## src/rtl/wide_alu_seq_pkg.sv

```systemverilog
// Shared definitions for the wide ALU sequencer: 8-bit ALU opcodes, wide op codes, FSM states.
package wide_alu_seq_pkg;

    localparam int unsigned ALU_CTRL_W = 4;

    localparam logic [ALU_CTRL_W-1:0] kAdd  = 4'h0;
    localparam logic [ALU_CTRL_W-1:0] kAddC = 4'h1;
    localparam logic [ALU_CTRL_W-1:0] kAnd  = 4'h4;
    localparam logic [ALU_CTRL_W-1:0] kOr   = 4'h5;

    typedef enum logic [1:0] {
        kWAdd = 2'd0,
        kWSub = 2'd1,
        kWAnd = 2'd2,
        kWOr  = 2'd3
    } wide_op_t;

    typedef enum logic [1:0] {
        IDLE = 2'd0,
        RUN  = 2'd1,
        DONE = 2'd2
    } seq_state_t;

    // Add and subtract propagate a carry between bytes; logic ops do not.
    function automatic logic is_arith(wide_op_t op);
        return (op == kWAdd) || (op == kWSub);
    endfunction

endpackage

```

## src/rtl/wide_alu_seq.sv

```systemverilog
// Runs NBYTES-wide add/sub/and/or through an external 8-bit ALU, one byte per cycle, LSB first.
module wide_alu_seq
    import wide_alu_seq_pkg::*;
#(
    parameter int unsigned NBYTES = 4
) (
    input  logic                clk,
    input  logic                rst_n,
    input  logic                req_valid,
    output logic                req_ready,
    input  logic [1:0]          req_op,
    input  logic [8*NBYTES-1:0] req_a,
    input  logic [8*NBYTES-1:0] req_b,
    output logic                rsp_valid,
    input  logic                rsp_ready,
    output logic [8*NBYTES-1:0] rsp_result,
    output logic                rsp_cout,
    output logic                rsp_zero,
    output logic [3:0]          alu_ctrl,
    output logic [7:0]          alu_a,
    output logic [7:0]          alu_b,
    output logic                alu_cin,
    input  logic [7:0]          alu_out,
    input  logic                alu_cout,
    input  logic                alu_zero
);

    localparam int unsigned W     = 8 * NBYTES;
    localparam int unsigned IDX_W = (NBYTES > 1) ? $clog2(NBYTES) : 1;
    localparam logic [IDX_W-1:0] LAST_IDX = IDX_W'(NBYTES - 1);

    seq_state_t       state;
    seq_state_t       state_nxt;
    wide_op_t         op_q;
    logic [W-1:0]     a_q;
    logic [W-1:0]     b_q;
    logic [W-1:0]     result_q;
    logic [IDX_W-1:0] idx;
    logic             carry_q;
    logic             zacc_q;
    logic [7:0]       a_byte;
    logic [7:0]       b_byte;

    // State register
    always_ff @(posedge clk or negedge rst_n) begin
        if (!rst_n) begin
            state <= IDLE;
        end else begin
            state <= state_nxt;
        end
    end

    // Next-state logic
    always_comb begin
        state_nxt = state;
        unique case (state)
            IDLE:    if (req_valid)        state_nxt = RUN;
            RUN:     if (idx == LAST_IDX)  state_nxt = DONE;
            DONE:    if (rsp_ready)        state_nxt = IDLE;
            default:                       state_nxt = IDLE;
        endcase
    end

    assign req_ready  = (state == IDLE);
    assign rsp_valid  = (state == DONE);
    assign rsp_result = result_q;
    assign rsp_cout   = carry_q;
    assign rsp_zero   = zacc_q;

    // Select the operand bytes addressed by idx
    always_comb begin
        a_byte = 8'h00;
        b_byte = 8'h00;
        for (int unsigned k = 0; k < NBYTES; k++) begin
            if (idx == IDX_W'(k)) begin
                a_byte = a_q[8*k +: 8];
                b_byte = b_q[8*k +: 8];
            end
        end
    end

    // ALU drive; parked on a zero add whenever no byte is in flight
    always_comb begin
        alu_ctrl = kAdd;
        alu_a    = 8'h00;
        alu_b    = 8'h00;
        alu_cin  = 1'b0;
        if (state == RUN) begin
            alu_a = a_byte;
            unique case (op_q)
                kWAdd: begin
                    alu_ctrl = kAddC;
                    alu_b    = b_byte;
                    alu_cin  = carry_q;
                end
                kWSub: begin
                    alu_ctrl = kAddC;
                    alu_b    = ~b_byte;
                    alu_cin  = carry_q;
                end
                kWAnd: begin
                    alu_ctrl = kAnd;
                    alu_b    = b_byte;
                end
                kWOr: begin
                    alu_ctrl = kOr;
                    alu_b    = b_byte;
                end
                default: ;
            endcase
        end
    end

    // Operand latch and per-byte accumulation
    always_ff @(posedge clk or negedge rst_n) begin
        if (!rst_n) begin
            op_q     <= kWAdd;
            a_q      <= '0;
            b_q      <= '0;
            result_q <= '0;
            idx      <= '0;
            carry_q  <= 1'b0;
            zacc_q   <= 1'b0;
        end else begin
            unique case (state)
                IDLE: begin
                    if (req_valid) begin
                        op_q    <= wide_op_t'(req_op);
                        a_q     <= req_a;
                        b_q     <= req_b;
                        idx     <= '0;
                        zacc_q  <= 1'b1;
                        // Subtract seeds the chain with the +1 of two's complement
                        carry_q <= (wide_op_t'(req_op) == kWSub);
                    end
                end
                RUN: begin
                    for (int unsigned k = 0; k < NBYTES; k++) begin
                        if (idx == IDX_W'(k)) begin
                            result_q[8*k +: 8] <= alu_out;
                        end
                    end
                    carry_q <= is_arith(op_q) ? alu_cout : 1'b0;
                    zacc_q  <= zacc_q & alu_zero;
                    if (idx != LAST_IDX) begin
                        idx <= idx + IDX_W'(1);
                    end
                end
                default: ;
            endcase
        end
    end

endmodule

```

## config.mk

```make
export PLATFORM = sky130hd
export DESIGN_NAME = wide_alu_seq
export DESIGN_NICKNAME = d
export VERILOG_FILES = /design/src/rtl/wide_alu_seq_pkg.sv /design/src/rtl/wide_alu_seq.sv
export SDC_FILE = /design/constraint.sdc
export NUM_CORES = 1
export LEC_CHECK = 0
export ABC_CLOCK_PERIOD_IN_PS = 2230
export CORE_ASPECT_RATIO = 1.1
export CORE_MARGIN = 1
export CORE_UTILIZATION = 44
export CTS_BUF_LIST = sky130_fd_sc_hd__clkbuf_16
export CTS_CLUSTER_DIAMETER = 80
export DETAILED_ROUTE_END_ITERATION = 8
export PLACE_DENSITY = 0.79
export SKIP_CTS_REPAIR_TIMING = 1
export SLEW_MARGIN = 30
export SYNTH_ARGS = -nofsm -noshare
export SYNTH_HDL_FRONTEND = slang
export SYNTH_SLANG_ARGS = --single-unit
```

## constraint.sdc

```tcl
create_clock -name clk -period 2.23 [get_ports clk]
set_input_delay 0.3345 -clock clk [delete_from_list [all_inputs] [get_ports clk]]
set_output_delay 0.3345 -clock clk [all_outputs]
set_load 0.01 [all_outputs]
```

# Yosys cells after proc, flatten, opt, wreduce, memory -nomap -nowiden
# Index checks and enable logic that the tools add are counted.
# op_classes
add_sub_neg	1
n_eq_ne	14
muxes	27
n_bitwise	2
reduce_logical	15
# op_table
operator	n
$mux 8	10
$pmux 8 s2	1
$pmux 4 s3	1
$reduce_and 2->1	6
$eq 2x2->1 const B	5
$mux 2	5
$eq 2x1->1 const B	4
$not 8->8	1
$logic_not 2->1	3
$ne 2x2->1 const B	3
$pmux 2 s3	1
$reduce_and 3->1	2
$mux 1	5
$mux 4	1
$ne 2x1->1 const B	2
$pmux 1 s2	2
$pmux 2 s2	1
$reduce_or 3->1	1
$add 2x1->2 const B	1
$reduce_bool 2->1	1
$reduce_or 2->1	1
$and 1x1->1	1
$logic_or 1x1->1	1
# word_totals
register_bits	104
input_bits	80
word_cells	70

# Longest topological paths before layout
# logic_depth
word_depth	8
mapped_depth	8
depth_no_buf	6

# Worst setup path after synthesis
# Ideal clock, no wire load.
# synth_timing
path_type	flip-flop to output port
startpoint	register idx[0]
endpoint	output port alu_b[7]
arrival_time_ns	1.611
path_slack_ns	0.285
path_stages_with_launch	9
path_buffers	2
path_cell_list	dfrtp_1 inv_1 ha_1 buf_2 nand2b_1 buf_1 o22ai_1 a21oi_1 mux2i_1
# synth_via
elab_chain_len	8
# synth_rtl
item	line	source
from (decl)	wide_alu_seq.sv:38	logic [IDX_W-1:0] idx;
from (signal assigned)	wide_alu_seq.sv:146	idx <= idx + IDX_W'(1);
$logic_not 2->1	wide_alu_seq.sv:75	if (idx == IDX_W'(k)) begin
$mux 8 (3 in a row)	wide_alu_seq.sv:75	
$mux 8 *	wide_alu_seq.sv:75	
$not 8->8	wide_alu_seq.sv:98	alu_b = ~b_byte;
$pmux 8 s2 *	wide_alu_seq.sv:90	unique case (op_q)
$mux 8 *	wide_alu_seq.sv:88	if (state == RUN) begin
to (decl)	wide_alu_seq.sv:21	output logic [7:0] alu_b,
# Mark *: on every way between the ends. The rest lies on a longest branch, timed or not.

# Worst setup path after layout
# layout_timing
startpoint	register idx[1]
endpoint	output port alu_b[4]
# Same word-level chain as after synthesis.

==> results.cfg <==
[worst_setup_path]
crit_start = idx[1]
cp.depth = 8
r2r-start = idx[0]
crit_buf_inv = 3
reg2reg_to = rsp_result[28]
criticalPathCategory = reg -> out
cp_data_arrival_time_ns = 1.99
critPathRequiredTime_ns = 1.90
path_delay_family = buffers and inverters
crit_slowest_cell = dfrtp_1
cp-end-kind = primary output
worstPathMaxFanout = 5
crit_chain = inv_2 > ha_4 > nor2b_4 > buf_6 > a22oi_2 > a21oi_2 > mux2i_1 > buf_2
cp-endpoint = alu_b[4]
r2r_cells = 5
cpPeakStageDelay_ns = 0.41
rrSetupSlack_ns = 0.57
start_kind = flip-flop

[floorplan]
initial_core_util_pct = 45.8
die_x_um = 99.4
dieArea_um2 = 10900
ioPinCount = 137
row_count = 38
die_height_um = 109
core_um2 = 10000

[timing]
layout_min_cycle_time_ns = 2.33
period_share_pct = 104
tightest_slew_ns = 0.849
hold_ws_ns = 0.0219
maxSlewViolCount = 0
finClkSkew_ns = 0.00912
hold_viol = 0
setup_viol = 15
fmax_ghz = 0.429
fin_ws_ns = -0.0994
maxSlewHeadroom_pct = 43.1
rsz0062_at_grt = yes

[yosys]
synth_cell_types = 30
synth_mux_area_share_pct = 10.0
yosysMostFrequentCell = nand2_1
synthTopCellsByCount = nand2_1, dfrtp_1, mux2_2
synth-seq-area-share_pct = 56.6
synth_top_family_by_area = simple AND/OR/NAND/NOR gates
synthSimpleGateAreaFrac_pct = 18.3
synth_edf_count = 0
synth-xor-area-share_pct = 0
synthesis.area_um2 = 4600
synthArstFlopShare_pct = 100
synthTopCellsByArea = dfrtp_1, nand2_1, mux2_2, mux2i_1, a21oi_1
synth_area_leader_cell = dfrtp_1
avgSynthCellArea_um2 = 9.82
syn_inst = 468
synth_ff_type = dfrtp_1
synth_compound_area_share_pct = 9.42
yosys_warnings = 0
synth_seq_cells = 104
synth-adder-area-share_pct = 1.09
synth_top_area_share_pct = 56.6

[detailed_routing]
drt_first_pass_iters = 5
viasPerCell = 5.04
vias = 3813
dr.first_iter.drc_count = 172
routedWlPerCell_um = 15.8
drt_drc_violations_left = 0
ant_nets = 0
totalWireLength_um = 12000

[flow_run]
drv_cap = 0

[place]
place_area_um2 = 6160
finalWeightedCongestion = 0.759
placed_cells = 736
io_buffers = 134
post-dp-hpwl_um = 8100

[clock_tree]
cts_buffers = 9
htreeDepth = 3
clock_sinks = 104
root_buffer = clkbuf_16
cts_tree = yes
insertion_delay_ns = 0.34
cts.clk_slew.worst_paths_ns = 0.07
clock_path_buffers = 2

[cells_and_area]
diodes = 0
drive_gt1_share_pct = 21.3
nNetsFinal = 695
n_fill_cell = 798
syn_to_final_growth_pct = 43.8
stdcell_count = 756
finalInstanceArea_um2 = 6610
fin_util_pct = 65.9

[global_route]
grt_max_degree = 105
grt_pass1_wl_um = 18700
grt_usage_pct = 22.4
grt_pass1_vias = 3869
antenna_found_initial = 0
grt-ovfl-total = 0

[power_and_ir_drop]
p_leak_uw = 0.00312
ir_drop_v = 0.000804
p_per_area_nw_per_um2 = 1520
total_power_uw = 10000

[status]
violations = setup timing
outcome = finished, violations left

[hold_path]
hold_path_class = in -> async
==> worst reg2reg max path, cell delays in order, from the launching register on <==
cell	delay, ns
dfrtp_2	0.44
buf_6	0.14
ha_4	0.18
buf_4	0.21
nand2_2	0.21
mux2_2	0.37
==> registers in the layout, summed over array words and instances, names as in the netlist <==
name	count
b_q	32
state	2
rsp_cout	1
idx	2
a_q	32
rsp_result	32
op_q	2
rsp_zero	1
==> layer usage <==
metal / global-route usage, % / vias to the layer above / part of all wire [%]
met4: 7.46 / 0 / 1.5
met3: 6.15 / 13 / 6.3
met5: 0 / - / 0
met2: 37.6 / 108 / 50
met1: 28.1 / 1870 / 43
li1: - / 1822 / -
==> power breakdown <==
group / leakage, uW / internal [uW] / switching [uW]
registers: 0.00126 / 2820 / 557
logic: 0.00171 / 2500 / 2520
clock network: 0.000150 / 897 / 733
total: 0.00312 / 6220 / 3810
==> per-stage QoR <==
| step | worst slack [ns] | TNS [ns] |
|---|---|---|
| 2_1_floorplan | 0.285 | 0 |
| 3_3_place_gp | -0.201 | -2.53 |
| 3_5_place_dp | -0.281 | -3.33 |
| 4_1_cts | -0.658 | -9.31 |
| 5_1_grt | -0.169 | -2.14 |
| 6_report | -0.0994 | -0.770 |
==> logic make-up (layout without fill, tap and decap cells) <==
logic type	count (synthesis)	in the layout
compound gates	65	65
fa+ha+maj	4	4
buf+inv	40	187
flops	104	104
mux	42	42
other cells	1	2
simple gates	212	212
==> cell type report <==
class                   instances  area (um2)  share of cell area, %
inverters                      13        52.6                  0.795
clock inverters                 7        86.3                   1.31
clock buffers                   9         225                   3.41
well taps                     140         175                   2.65
flip-flops and latches        104        2610                   39.4
multi-input cells             325        1950                   29.5
repair buffers                158        1520                   22.9
==> cell usage in the layout, fill, tap and decap left out, drive strengths merged <==
| master | instances |
|---|---|
| nand2 | 197 |
| clkdlybuf4s50 | 115 |
| dfrtp | 104 |
| buf | 40 |
| mux2 | 32 |
| a21oi | 18 |
| inv | 16 |
| o21ai | 15 |
| mux2i | 10 |
| a22oi | 10 |
| clkbuf | 9 |
| o22ai | 8 |
| a211o | 7 |
| a221oi | 7 |
| nor2 | 5 |
| ha | 4 |
| dlymetal6s2s | 3 |
| nand2b | 3 |
| and2 | 3 |
| clkinvlp | 2 |
| conb | 2 |
| nor2b | 2 |
| or3 | 1 |
| nor3b | 1 |
| bufinv | 1 |
| clkinv | 1 |
==> how the worst min path moves through the flow <==
stage / start / endpoint / slack, ns / depth (start not counted)
floorplan: rst_n / a_q[0] / 0.04 / 0
detailed placement: rst_n / rsp_result[3] / 0.45 / 2
CTS: rst_n / rsp_result[3] / 0.08 / 2
global placement: rst_n / rsp_zero / 0.44 / 2
global route: rst_n / a_q[24] / 0.10 / 2
finish: rst_n / rsp_zero / 0.02 / 2
(Power assumes the default switching activity.)
